## src/rtl/hilo_pkg.sv

```systemverilog
// Shared definitions for the HI/LO multiply/divide sequencer.
package hilo_pkg;

  localparam int unsigned HILO_WIDTH = 32;
  localparam int unsigned HILO_ITER  = HILO_WIDTH;

  typedef enum logic [2:0] {
    OP_MULT  = 3'b000,
    OP_MULTU = 3'b001,
    OP_DIV   = 3'b010,
    OP_DIVU  = 3'b011,
    OP_MTHI  = 3'b100,
    OP_MTLO  = 3'b101,
    OP_MADD  = 3'b110,
    OP_MSUB  = 3'b111
  } op_e;

  typedef enum logic [2:0] {
    ST_IDLE,
    ST_MUL,
    ST_DIV,
    ST_FIX,
    ST_DONE
  } state_e;

  function automatic int unsigned cnt_width(input int unsigned iter);
    return (iter > 1) ? $clog2(iter) : 1;
  endfunction

endpackage

```

## src/rtl/muldiv_iter_core.sv

```systemverilog
// Radix-2 iterative core: unsigned shift-add multiply or restoring divide,
// one step per cycle on a 2*WIDTH accumulator.
module muldiv_iter_core
  import hilo_pkg::*;
#(
  parameter int unsigned WIDTH = HILO_WIDTH,
  parameter int unsigned ITER  = HILO_ITER
) (
  input  logic               clk,
  input  logic               rst_n,
  input  logic               load,
  input  logic               step,
  input  logic               is_div,
  input  logic [WIDTH-1:0]   a_in,
  input  logic [WIDTH-1:0]   b_in,
  output logic [2*WIDTH-1:0] acc,
  output logic               last
);

  localparam int unsigned CNT_W = cnt_width(ITER);

  logic [WIDTH-1:0]   operand;
  logic               div_mode;
  logic [CNT_W-1:0]   cnt;
  logic [WIDTH:0]     mul_sum;
  logic [WIDTH:0]     div_trial;
  logic [WIDTH:0]     div_diff;
  logic [2*WIDTH-1:0] acc_next;

  // Multiply: {partial, multiplier} shifts right, carry kept in mul_sum MSB.
  // Divide: {remainder, dividend} shifts left, quotient bits enter at bit 0.
  always_comb begin
    mul_sum   = {1'b0, acc[2*WIDTH-1:WIDTH]} + (acc[0] ? {1'b0, operand} : '0);
    div_trial = acc[2*WIDTH-1:WIDTH-1];
    div_diff  = div_trial - {1'b0, operand};
    acc_next  = {mul_sum, acc[WIDTH-1:1]};
    if (div_mode) begin
      if (!div_diff[WIDTH]) begin
        acc_next = {div_diff[WIDTH-1:0], acc[WIDTH-2:0], 1'b1};
      end else begin
        acc_next = {div_trial[WIDTH-1:0], acc[WIDTH-2:0], 1'b0};
      end
    end
  end

  always_ff @(posedge clk or negedge rst_n) begin
    if (!rst_n) begin
      acc      <= '0;
      operand  <= '0;
      div_mode <= 1'b0;
      cnt      <= '0;
    end else if (load) begin
      acc      <= {{WIDTH{1'b0}}, a_in};
      operand  <= b_in;
      div_mode <= is_div;
      cnt      <= '0;
    end else if (step) begin
      acc <= acc_next;
      cnt <= cnt + CNT_W'(1);
    end
  end

  assign last = (cnt == CNT_W'(ITER - 1));

endmodule

```

## src/rtl/hilo_muldiv_ctrl.sv

```systemverilog
// EX-stage HI/LO owner: sequences multi-cycle mul/div, applies sign fix-up,
// MADD/MSUB accumulation, and requests pipeline stalls while busy.
module hilo_muldiv_ctrl
  import hilo_pkg::*;
#(
  parameter int unsigned WIDTH = HILO_WIDTH,
  parameter int unsigned ITER  = WIDTH
) (
  input  logic             Clk,
  input  logic             Rst_n,
  input  logic             Start,
  input  logic [2:0]       Op,
  input  logic [WIDTH-1:0] A,
  input  logic [WIDTH-1:0] B,
  input  logic             HiLoRead,
  input  logic             Flush,
  output logic [WIDTH-1:0] HI,
  output logic [WIDTH-1:0] LO,
  output logic             Busy,
  output logic             Done,
  output logic             DivZero,
  output logic             Stall
);

  state_e             state;
  op_e                op_in;
  op_e                op_q;
  logic               res_sign;
  logic               rem_sign;
  logic               div_zero_q;
  logic               accept;
  logic               is_mul_op;
  logic               is_div_op;
  logic               is_signed_op;
  logic [WIDTH-1:0]   mag_a;
  logic [WIDTH-1:0]   mag_b;
  logic               core_load;
  logic               core_step;
  logic               core_last;
  logic [2*WIDTH-1:0] core_acc;
  logic [2*WIDTH-1:0] prod_signed;
  logic [2*WIDTH-1:0] hilo_fix;
  logic [WIDTH-1:0]   quot;
  logic [WIDTH-1:0]   rem;
  logic [WIDTH-1:0]   quot_fix;
  logic [WIDTH-1:0]   rem_fix;

  assign op_in        = op_e'(Op);
  assign is_mul_op    = op_in inside {OP_MULT, OP_MULTU, OP_MADD, OP_MSUB};
  assign is_div_op    = op_in inside {OP_DIV, OP_DIVU};
  assign is_signed_op = op_in inside {OP_MULT, OP_DIV, OP_MADD, OP_MSUB};
  assign mag_a        = (is_signed_op && A[WIDTH-1]) ? -A : A;
  assign mag_b        = (is_signed_op && B[WIDTH-1]) ? -B : B;

  assign Busy  = (state == ST_MUL) || (state == ST_DIV) || (state == ST_FIX);
  assign Stall = Busy & (Start | HiLoRead);

  // A new op may enter from IDLE or in the DONE cycle; Flush always wins.
  assign accept    = Start && !Flush && ((state == ST_IDLE) || (state == ST_DONE));
  assign core_load = accept && (is_mul_op || is_div_op);
  assign core_step = ((state == ST_MUL) || (state == ST_DIV)) && !Flush;

  muldiv_iter_core #(
    .WIDTH (WIDTH),
    .ITER  (ITER)
  ) u_core (
    .clk    (Clk),
    .rst_n  (Rst_n),
    .load   (core_load),
    .step   (core_step),
    .is_div (is_div_op),
    .a_in   (mag_a),
    .b_in   (mag_b),
    .acc    (core_acc),
    .last   (core_last)
  );

  // Divide-by-zero: the core naturally yields remainder |A| (sign-fixed back
  // to A) and an all-ones quotient magnitude; only LO needs overriding.
  always_comb begin
    prod_signed = res_sign ? -core_acc : core_acc;
    quot        = core_acc[WIDTH-1:0];
    rem         = core_acc[2*WIDTH-1:WIDTH];
    quot_fix    = div_zero_q ? '1 : (res_sign ? -quot : quot);
    rem_fix     = rem_sign ? -rem : rem;
    case (op_q)
      OP_MADD:         hilo_fix = {HI, LO} + prod_signed;
      OP_MSUB:         hilo_fix = {HI, LO} - prod_signed;
      OP_DIV, OP_DIVU: hilo_fix = {rem_fix, quot_fix};
      default:         hilo_fix = prod_signed;
    endcase
  end

  always_ff @(posedge Clk or negedge Rst_n) begin
    if (!Rst_n) begin
      state      <= ST_IDLE;
      HI         <= '0;
      LO         <= '0;
      Done       <= 1'b0;
      DivZero    <= 1'b0;
      op_q       <= OP_MULT;
      res_sign   <= 1'b0;
      rem_sign   <= 1'b0;
      div_zero_q <= 1'b0;
    end else begin
      Done <= 1'b0;
      case (state)
        ST_IDLE, ST_DONE: begin
          state <= ST_IDLE;
          if (accept) begin
            DivZero    <= 1'b0;
            op_q       <= op_in;
            res_sign   <= is_signed_op & (A[WIDTH-1] ^ B[WIDTH-1]);
            rem_sign   <= is_signed_op & A[WIDTH-1];
            div_zero_q <= is_div_op && (B == '0);
            case (op_in)
              OP_MTHI:         HI <= A;
              OP_MTLO:         LO <= A;
              OP_DIV, OP_DIVU: state <= ST_DIV;
              default:         state <= ST_MUL;
            endcase
          end
        end
        ST_MUL, ST_DIV: begin
          if (Flush) begin
            state <= ST_IDLE;
          end else if (core_last) begin
            state <= ST_FIX;
          end
        end
        ST_FIX: begin
          if (Flush) begin
            state <= ST_IDLE;
          end else begin
            {HI, LO} <= hilo_fix;
            Done     <= 1'b1;
            DivZero  <= div_zero_q;
            state    <= ST_DONE;
          end
        end
        default: state <= ST_IDLE;
      endcase
    end
  end

endmodule
```

## config.mk

```make
export PLATFORM = sky130hd
export DESIGN_NAME = hilo_muldiv_ctrl
export DESIGN_NICKNAME = d
export VERILOG_FILES = /design/src/rtl/hilo_pkg.sv /design/src/rtl/muldiv_iter_core.sv /design/src/rtl/hilo_muldiv_ctrl.sv
export SDC_FILE = /design/constraint.sdc
export NUM_CORES = 1
export LEC_CHECK = 0
export ABC_AREA = 1
export CORE_UTILIZATION = 45
export CTS_BUF_LIST = sky130_fd_sc_hd__clkbuf_16
export CTS_CLUSTER_SIZE = 28
export DETAILED_ROUTE_END_ITERATION = 12
export SYNTH_ARGS = -nofsm -noshare
export SYNTH_HDL_FRONTEND = slang
export SYNTH_SLANG_ARGS = --single-unit
```

## constraint.sdc

```tcl
create_clock -name Clk -period 6.78 [get_ports Clk]
set_input_delay 1.356 -clock Clk [delete_from_list [all_inputs] [get_ports Clk]]
set_output_delay 1.356 -clock Clk [all_outputs]
set_load 0.01 [all_outputs]
```

[Word level (Yosys, flattened, before mapping)]
Cells that the tools add are included.
Storage, ports and cells
  bits of input ports: 72
  register bits after elaboration: 177
Cells by class
  equal/unequal tests: 21
  $add $sub $neg: 10
  bitwise logic cells: 5
  mux-type cells: 33
  reduce and logical (&&, ||, !) cells: 29
Operators with widths (number)
  2-to-1 mux 32 bit: 12
  2-to-1 mux 64 bit: 5
  case mux 64 bit (3 select lines): 1
  negation 32 bit: 4
  case mux 32 bit (2 select lines): 2
  adder 64 bit: 1
  negation 64 bit: 1
  subtractor 64 bit: 1
  adder 32 x 33 -> 33 bit: 1
  subtractor 33 x 32 -> 33 bit: 1
  logical NOT 32 bit: 1
  == test 3 bit, second input constant: 7
  == test 3 x 2 -> 1 bit, second input constant: 6
  2-to-1 mux 5 bit: 2
  OR reduction 2 bit: 5
  2-to-1 mux 3 bit: 3
  case mux 3 bit (3 select lines): 1
  AND reduction 4 bit: 2
  nonzero test 4 bit: 2
  logical AND 1 bit: 7
  == test 3 x 1 -> 1 bit, second input constant: 2
  logical NOT 3 bit: 2
  nonzero test 2 bit: 3
  adder 5 x 1 -> 5 bit, second input constant: 1
  15 further kinds: 25

[Depth between registers and ports, before layout]
  depth after elaboration: 6
  gate-level depth with buffers: 40

[Cells and area by module]
Synthesis repeated with hierarchy kept, for this count alone.
Second synthesis, totals
  cells, all modules: 4307
  area total of the unflattened synthesis: 24453.5 µm²
Modules (own cells, without submodules)
  hilo_muldiv_ctrl: instances 1, area an instance 14715.4 µm², cells each 2691
  muldiv_iter_core: instances 1, area an instance 9738.1 µm², cells each 1616

[Least setup slack after synthesis]
No wires, ideal clock.
  kind: register to register
  from: register u_core.acc[0]
  to: register HI[24]
  cell stages (with the launch flop): 36
  setup slack: 1851 ps
  data required time: 6645 ps
  setup time: 135 ps
  clock period less this slack: 4929 ps
  arrival time: 4793 ps
  path through: dfrtp_1 -> clkbuf_1 -> clkbuf_1 -> inv_1 -> ha_1 -> inv_1 -> nand2_1 -> xor2_1 -> inv_1 -> nand3_1 -> nor2_1 -> nand3_2 -> nor2_2 -> nand4_2 -> or2_1 -> nor2_2 -> nand2_1 -> nor3_1 -> nor2_1 -> xor2_1 -> inv_1 -> ha_1 -> nand2_1 -> nor2_1 -> inv_1 -> nor4_1 -> nand3_1 -> nand3_1 -> a21o_1 -> nand2_1 -> nand2_1 -> a21oi_1 -> o21ai_0 -> nand2_1 -> a21oi_1 -> o21ai_0
On the way
  longest elaborated chain between the ends: 6
  elaborated cells between the ends (all ways): 7
RTL lines
  from (decl): line muldiv_iter_core.sv:16  | output logic [2*WIDTH-1:0] acc,
  from (signal assigned): line muldiv_iter_core.sv:53  | acc <= {{WIDTH{1'b0}}, a_in};
  from (signal assigned): line muldiv_iter_core.sv:58  | acc <= acc_next;
  negation 64 bit: line hilo_muldiv_ctrl.sv:81  | prod_signed = res_sign ? -core_acc : core_acc;
  2-to-1 mux 64 bit *: line hilo_muldiv_ctrl.sv:81
  subtractor 64 bit or adder 64 bit (tied branches): line hilo_muldiv_ctrl.sv:88, hilo_muldiv_ctrl.sv:87
  case mux 64 bit (3 select lines) *: line hilo_muldiv_ctrl.sv:86  | case (op_q)
  2-to-1 mux 32 bit *: line hilo_muldiv_ctrl.sv:132  | if (Flush) begin
  case mux 32 bit (2 select lines) *: line hilo_muldiv_ctrl.sv:107  | case (state)
  to (signal assigned): line hilo_muldiv_ctrl.sv:135  | {HI, LO} <= hilo_fix;
  to (decl): line hilo_muldiv_ctrl.sv:17  | output logic [WIDTH-1:0] HI,
Every way passes the cells marked *; elsewhere a longest branch is shown, timed or not. The select of a mux whose other input is x is not followed.
A chain may end at the register's enable or synchronous reset.

[Worst setup path after layout]
  from: register u_core.acc[32]
  to: register HI[31]
On the way
  longest elaborated chain between the ends: 6
  elaborated cells between the ends (all ways): 9
RTL lines (line)
  negation 64 bit: hilo_muldiv_ctrl.sv:81
  2-to-1 mux 64 bit: hilo_muldiv_ctrl.sv:81
  subtractor 64 bit or adder 64 bit (tied branches): hilo_muldiv_ctrl.sv:88, hilo_muldiv_ctrl.sv:87
  case mux 64 bit (3 select lines) *: hilo_muldiv_ctrl.sv:86
  2-to-1 mux 32 bit *: hilo_muldiv_ctrl.sv:132
  case mux 32 bit (2 select lines) *: hilo_muldiv_ctrl.sv:107
Marked as above.

==> flow_summary.yaml <==
floorplanning:
  die_footprint_um2: 51620
  fp.dieH_um: 227.2
  fp-row-count: 82
  die_width_um: 227.2
  initial_core_util: 0.4558
  core_area_um2: 50070
  number_of_top_level_pins: 140
global_routing:
  grt_start_max_net_pins: 108
  number_of_global_route_vias_before_repair: 24090
  top_usage_layer: "met2"
  met3_usage: 0.06995
  grt_util_met2: 0.5945
  grt_first_pass_wirelength_um: 150300
  grt.met1_usage: 0.5453
  antenna_found_initial: 1
  global_route.usage.total: 0.3957
  globalRouteOverflowTotal: 0
clock_network:
  clock_path_buffers: 2
  cts-buffers-inserted: 17
  clk_root_buffer_cell: "sky130_fd_sc_hd__clkbuf_16"
  cts-htree-levels: 4
  cts_tree: "yes"
  cts_resized: 0
  cts-hold-fix-buffers: 0
  worstSkewPairLatency_ns: 0.53
  cts.reportedPaths.clkPinSlew_ns: 0.09
  cts_num_sinks: 177
  post_cts.repair.setup_buffers: 0
route:
  dr.first_iter.drc_count: 2910
  post_drt_via_cell_ratio: 5.755
  avgRoutedWirePerCell_um: 22.12
  final_wirelength_um: 101800
  post-route-drc-count: 0
  num_vias: 26480
  drt.antenna.violating_nets: 0
  drt_first_pass_iters: 6
critical_path:
  arrival_ns: 6.79
  criticalPathCategory: "reg -> reg"
  cp_endpoint_kind: "register"
  worstSetupStartpointType: "register"
  crit_path_max_fanout: 7
  path_common_cell: "sky130_fd_sc_hd__nand2_1"
  critical_path.max_stage_delay_ns: 0.71
  rr_startpoint: "u_core.acc[32]"
  cp_data_required_time_ns: 7.23
  rr_worst_depth: 28
  crit_path_start: "u_core.acc[32]"
  setup_slack_on_the_worst_flop_to_flop_path_ns: 0.43
  rr_endpoint: "HI[31]"
  critical-path-slowest-cell: "sky130_fd_sc_hd__nor4_1"
timing:
  period_share: 0.9359
  final_max_slew_violation_count: 0
  rsz0062_at_grt: "no"
  slew-limit-headroom: 0.2596
  period_needed_ns: 6.345
  tightest_slew_ns: 1.111
  setup_tns_ns: 0
  final_hold_viol_count: 0
  setup_violations: 0
  fmaxAchievable_ghz: 0.1576
  fin_worst_skew_ns: 0.02127
logic_synthesis:
  postSynthCellCount: 3842
  synth.top_cell.area_share: 0.1941
  synth.yosys.seq_area_share: 0.1941
  synth_warnings: 0
  post_synth_instance_area_um2: 22820
  number_of_synthesized_flops_with_an_enable_pin: 0
  synth_top_area_cell: "sky130_fd_sc_hd__dfrtp_1"
  fraction_of_registers_with_async_set_or_reset_after_synthesis: 1.000
  syn_area_per_cell_um2: 5.940
  post-synth-top-count-cell: "sky130_fd_sc_hd__nand2_1"
  synth_flop_cell: "sky130_fd_sc_hd__dfrtp_1"
  mapped_nets: 4051
  yosys.cell_types.count: 64
  netlist_top_cells_count: "sky130_fd_sc_hd__nand2_1, sky130_fd_sc_hd__nor2_1, sky130_fd_sc_hd__inv_1, sky130_fd_sc_hd__o21ai_0, sky130_fd_sc_hd__a21oi_1"
  synth_seq_cells: 177
  dominant_cells_by_area_after_synthesis: "sky130_fd_sc_hd__dfrtp_1, sky130_fd_sc_hd__nand2_1, sky130_fd_sc_hd__nor2_1"
outcome:
  outcome: "finished clean"
cells_and_area:
  layoutNonFillerInstCount: 4601
  antennaDiodeCount: 0
  postLayoutCoreUtil: 0.5091
  seqCellArea_um2: 4432
  final.fill_count: 5476
  multi_input_gate_area_in_the_final_layout_um2: 16130
  post_route_cells_drive_above_1_share: 0.04276
  fin_nets: 4125
  syn2layout_area_growth_pct: 11.68
placement:
  final_replace_weighted_congestion: 1.057
  port_buffers: 139
  place_hpwl_um: 82660
  placed_cells: 4569
flow_run:
  drv.max_cap_violation_count: 0
worst_hold_path:
  worstHoldPathType: "reg -> reg"
  worst_hold_path.endpoint: "u_core.cnt[0]"
  hold-path-cell-count: 1
  min-delay-start: "u_core.cnt[0]"
## how the worst max path moves through the flow
stage / depth (start not counted) / slack [ns] / end
after floorplan: 35 / 1.85 / HI[24]
after global placement: 27 / 0.69 / HI[25]
after detailed placement: 27 / 0.78 / HI[25]
after CTS: 27 / 0.76 / HI[25]
after global routing: 29 / 0.0003 / HI[29]
final: 28 / 0.43 / HI[31]
## cell type report
type / instances / share of cell area
Multi-Input combinational cell: 3061 / 0.6328
Sequential cell: 177 / 0.1739
Tap cell: 672 / 0.03299
Clock buffer: 17 / 0.01669
Inverter: 489 / 0.07206
Clock inverter: 15 / 0.007756
Timing Repair Buffer: 170 / 0.06386
## layer usage
layer  vias up  share of wire
met2      1213           0.43
li1      12920              -
met1     12170           0.44
met4         2          0.050
met3       174          0.083
met5         -        0.00013
## cells by family after synthesis
kind of cell               synth area share
and+or+nand+nor                      0.3399
AOI/OAI and AO/OA                    0.2267
buffers and inverters                0.1006
DFF                                  0.1941
xor gates and xnor gates            0.06217
adders and majority gates           0.07609
muxes                             0.0004386
## through the flow
stage / hold slack (ns) / area, µm² / setup WS [ns]
global placement: 0.4755 / 24870 / 0.6888
global route: 0.5313 / 25490 / 0.0002589
CTS: 0.5081 / 25490 / 0.7558
floorplan: 0.4492 / 22820 / 1.851
finish: 0.5015 / 25490 / 0.4346
detailed placement: 0.4879 / 24870 / 0.7827
## registers in the layout, indices dropped and copies added (netlist names)
register and count:
DivZero 1, Done 1, HI 32, LO 32, div_zero_q 1, op_q 3
rem_sign 1, res_sign 1, state 3, u_core.acc 64, u_core.cnt 5, u_core.div_mode 1
u_core.operand 32
## worst max-delay path, delay by kind of cell, from the launching register on
family / cells / cell delay [ns]
buffers and inverters: 2 / 0.37
xor gates and xnor gates: 1 / 0.27
AOI/OAI and AO/OA: 7 / 1.41
and+or+nand+nor: 16 / 3.04
adders and majority gates: 2 / 0.68
DFF: 1 / 0.51
## placed cells by master, fill, tap and decap left out, types with 15 or more instances in the layout
cell type,count
sky130_fd_sc_hd__nor3_1,47
sky130_fd_sc_hd__a21oi_1,272
sky130_fd_sc_hd__nand2_2,15
sky130_fd_sc_hd__clkbuf_16,17
sky130_fd_sc_hd__o21ai_0,328
sky130_fd_sc_hd__xor2_1,109
sky130_fd_sc_hd__clkdlybuf4s50_1,138
sky130_fd_sc_hd__o21ai_1,15
sky130_fd_sc_hd__buf_4,31
sky130_fd_sc_hd__ha_1,134
sky130_fd_sc_hd__nor2_2,19
sky130_fd_sc_hd__nand3_1,229
sky130_fd_sc_hd__xnor2_1,53
sky130_fd_sc_hd__dfrtp_1,175
sky130_fd_sc_hd__o21a_1,18
sky130_fd_sc_hd__a21o_1,18
sky130_fd_sc_hd__nand4_1,35
sky130_fd_sc_hd__a31oi_1,101
sky130_fd_sc_hd__o22ai_1,16
sky130_fd_sc_hd__or2_2,34
sky130_fd_sc_hd__inv_1,481
sky130_fd_sc_hd__nand2_1,912
sky130_fd_sc_hd__nor2_1,523
sky130_fd_sc_hd__o211ai_1,51
Power is left out: the tool's default activity adds up to more than one toggle a clock period on the data nets, which glitch-free logic cannot reach.
